File: src/rtl/ddr_lane_delay_pipe.sv
// Fixed-depth data+valid delay line; data is zeroed whenever its valid is low.
module ddr_lane_delay_pipe #(
    parameter int W     = 8,
    parameter int DEPTH = 2
) (
    input  logic         clock,
    input  logic         reset,
    input  logic [W-1:0] in_data,
    input  logic         in_vld,
    output logic [W-1:0] out_data,
    output logic         out_vld,
    output logic         empty
);

    logic [W-1:0]     data_p [DEPTH];
    logic [DEPTH-1:0] vld_p;

    always_ff @(posedge clock or posedge reset) begin
        if (reset) begin
            vld_p <= '0;
            for (int i = 0; i < DEPTH; i++) data_p[i] <= '0;
        end else begin
            vld_p[0]  <= in_vld;
            data_p[0] <= in_vld ? in_data : '0;
            for (int i = 1; i < DEPTH; i++) begin
                vld_p[i]  <= vld_p[i-1];
                data_p[i] <= data_p[i-1];
            end
        end
    end

    assign out_data = data_p[DEPTH-1];
    assign out_vld  = vld_p[DEPTH-1];
    assign empty    = ~|vld_p;

endmodule

File: config.mk
export PLATFORM = sky130hd
export DESIGN_NAME = ddr_lane_delay_pipe
export DESIGN_NICKNAME = d
export VERILOG_FILES = /design/src/rtl/ddr_lane_delay_pipe.sv
export SDC_FILE = /design/constraint.sdc
export NUM_CORES = 1
export LEC_CHECK = 0
export CORE_ASPECT_RATIO = 0.9
export CORE_UTILIZATION = 36
export DETAILED_ROUTE_END_ITERATION = 8
export GPL_ROUTABILITY_DRIVEN = 0
export PLACE_DENSITY_LB_ADDON = 0.25
export SLEW_MARGIN = 20
export SYNTH_ARGS = -nofsm -noshare
export SYNTH_HDL_FRONTEND = slang
export SYNTH_SLANG_ARGS = --single-unit
File: constraint.sdc
create_clock -name clock -period 0.8 [get_ports clock]
set_input_delay 0.24 -clock clock [delete_from_list [all_inputs] [get_ports clock]]
set_output_delay 0.24 -clock clock [all_outputs]
set_load 0.005 [all_outputs]
==> results.ini <==
[routing]
drc=0
wirelength_um=748
avgViaCountPerCell=4.103
num_vias=279
drt_pass1_iterations=5
ant_nets=0
first_iter_violations=4
routedWlPerCell_um=11.00

[die]
design.die.area_sq_um=1741
placeableCoreArea_sq_um=1464
initial_core_util_pct=38.80
io_pins=21
die_h_um=39.69
row_count=13
die-width_um=43.87

[clock_network]
htreeDepth=1
cts.clk_slew.worst_paths_ps=90
cts-root-buf=clkbuf_4
numCtsBuffers=3
worstSkewPairLatency_ps=280
cts_tree=yes
postCtsSetupRepairBufs=0
clock_sinks=18
clock_path_buffers=2

[setup_path]
setup.worst_path.class=reg2out
max_stage_delay_ps=380
cp.required_ps=560
worstPathArrival_ps=860
cp_slowest_cell=dfrtp_1
crit_fanout=2
cp-end-kind=output pin
cp_cell_sequence=nor2_1 -> buf_2
start_kind=register

[yosys]
synth_edf_count=0
synth_area_leader_cell=dfrtp_1
syn_area_sq_um=568.0
syn_inst=36
yosysMostFrequentCell=dfrtp_1
synthTopCellsByArea=dfrtp_1 (79%), buf_4 (11%), and2_1 (8.8%)
syn_area_per_cell_sq_um=15.78
ys_ff_latch=18
synth_top_area_share_pct=79.30
netlist_top_cells_count=dfrtp_1 (18), and2_1 (8), buf_4 (8)
ys.flop_type=dfrtp_1
syn-num-nets=47
synth_cell_types=5
async_flop_share_pct=100.0
synth.yosys.seq_area_share_pct=79.30
yosys_warnings=0

[layout]
syn2layout_area_growth_pct=29.52
antennaDiodeCount=0
layout-drive-gt1-share_pct=28.30
layout.nets=65

[timing]
hold_viol=0
slew_headroom_pct=85.59
worst_pin_slew_ps=215.8
rsz0062_at_grt=yes
hold_ws_ps=204.2
finalCritPeriodShare_pct=137.4
final_max_slew_viol_count=0
setup_viol=10
skew_ps=3.079
finalWorstSetupSlack_ps=-299.5
finalCriticalPeriod_ps=1100
fmax_mhz=909.5

[pwr]
power.leakage_uw=0.0003836
worst_ir_drop_vdd_v=0.0008066
power_density_nw_per_um2=2192
power_uw=1613

[global_route]
antenna_found_initial=0
grt_util_all_layers_pct=9.369
grt_pass1_wl_mm=1.048
grt_max_degree=19
grt_pass1_vias=241
grt-ovfl-total=0

[outcome]
violations=negative setup slack
status=complete, but fails checks

[flow_run]
drv_cap=0

[placed_design]
dp_slack_ps=-389.4
hpwl_um=558.7
io_buffers=20

[min_path]
hold_class=in2reg

[report_power, final]
group	total (uW)	internal, uW	switching (uW)
clock network	522	277	246
registers	966	954	11.9
logic	124	78.8	45.2
[final timing paths]
check / from / endpoint / slack, ps / depth (start not counted)
max in group asynchronous: reset / out_data[1]$_DFF_PP0_ / 390 / 3
max reg2reg: vld_p[0]$_DFF_PP0_ / vld_p[1]$_DFF_PP0_ / 300 / 0
min in group asynchronous: reset / data_p[8]$_DFF_PP0_ / 290 / 3
min reg2reg: data_p[12]$_DFF_PP0_ / out_data[4]$_DFF_PP0_ / 350 / 0
min: in_vld / vld_p[0]$_DFF_PP0_ / 200 / 1
max: vld_p[1]$_DFF_PP0_ / empty / -300 / 2
[timing repair]
item                       CTS  global route
gates resized for setup     37             1
pin swaps                    1             1
setup endpoints to repair   10            12
hold buffers                 0             0
[cell families (layout without fill, tap and decap cells)]
kind of cell,count (synthesis),in the layout,synth area share (%)
AND/OR/NAND/NOR,9,9,9.471
buffers and inverters,9,26,11.23
flip-flops,18,18,79.29
[layout by cell type, fill, tap and decap left out, drive strengths merged]
cell type and count:
dfrtp 18, buf 11, clkdlybuf4s50 9, and2 8
clkbuf 4, nor2 1, inv 1, dlymetal6s2s 1
[metrics by stage]
step / TNS [ps] / cells / utilization [%] / area, sq um
after floorplan: 0 / 36 / - / 568.0
after global placement: -4372 / 64 / 51.03 / 747.0
after detailed placement: -4837 / 64 / 51.03 / 747.0
after CTS: -2318 / 68 / 50.09 / 733.2
after global routing: -2549 / 68 / 50.26 / 735.7
final: -2163 / 68 / 50.26 / 735.7
[area by class of cell]
cell class	count	area, sq um
Clock buffer	4	36.28
Multi-Input combinational cell	9	53.80
Tap cell	15	18.77
Fill cell	128	728.2
Sequential cell	18	450.4
Inverter	1	3.754
Timing Repair Buffer	21	172.7
[metal layers]
| layer | routed length, um | vias up | track usage [%] |
|---|---|---|---|
| met1 | 322 | 128 | 10.88 |
| met2 | 358 | 17 | 14.93 |
| met5 | 0 | - | 0 |
| li1 | - | 134 | - |
| met4 | 0 | 0 | 9.091 |
| met3 | 66 | 0 | 1.382 |
[worst max-delay path: cells and delay by family (launching register included)]
kind | cells | cell delay (ps)
buffers and inverters | 1 | 110
and+or+nand+nor | 1 | 90
DFF | 1 | 380
[sequential cells by signal, summed over array words and instances (netlist names)]
name / flops
out_data: 8
data_p: 8
vld_p: 2
(Power assumes the default switching activity.)
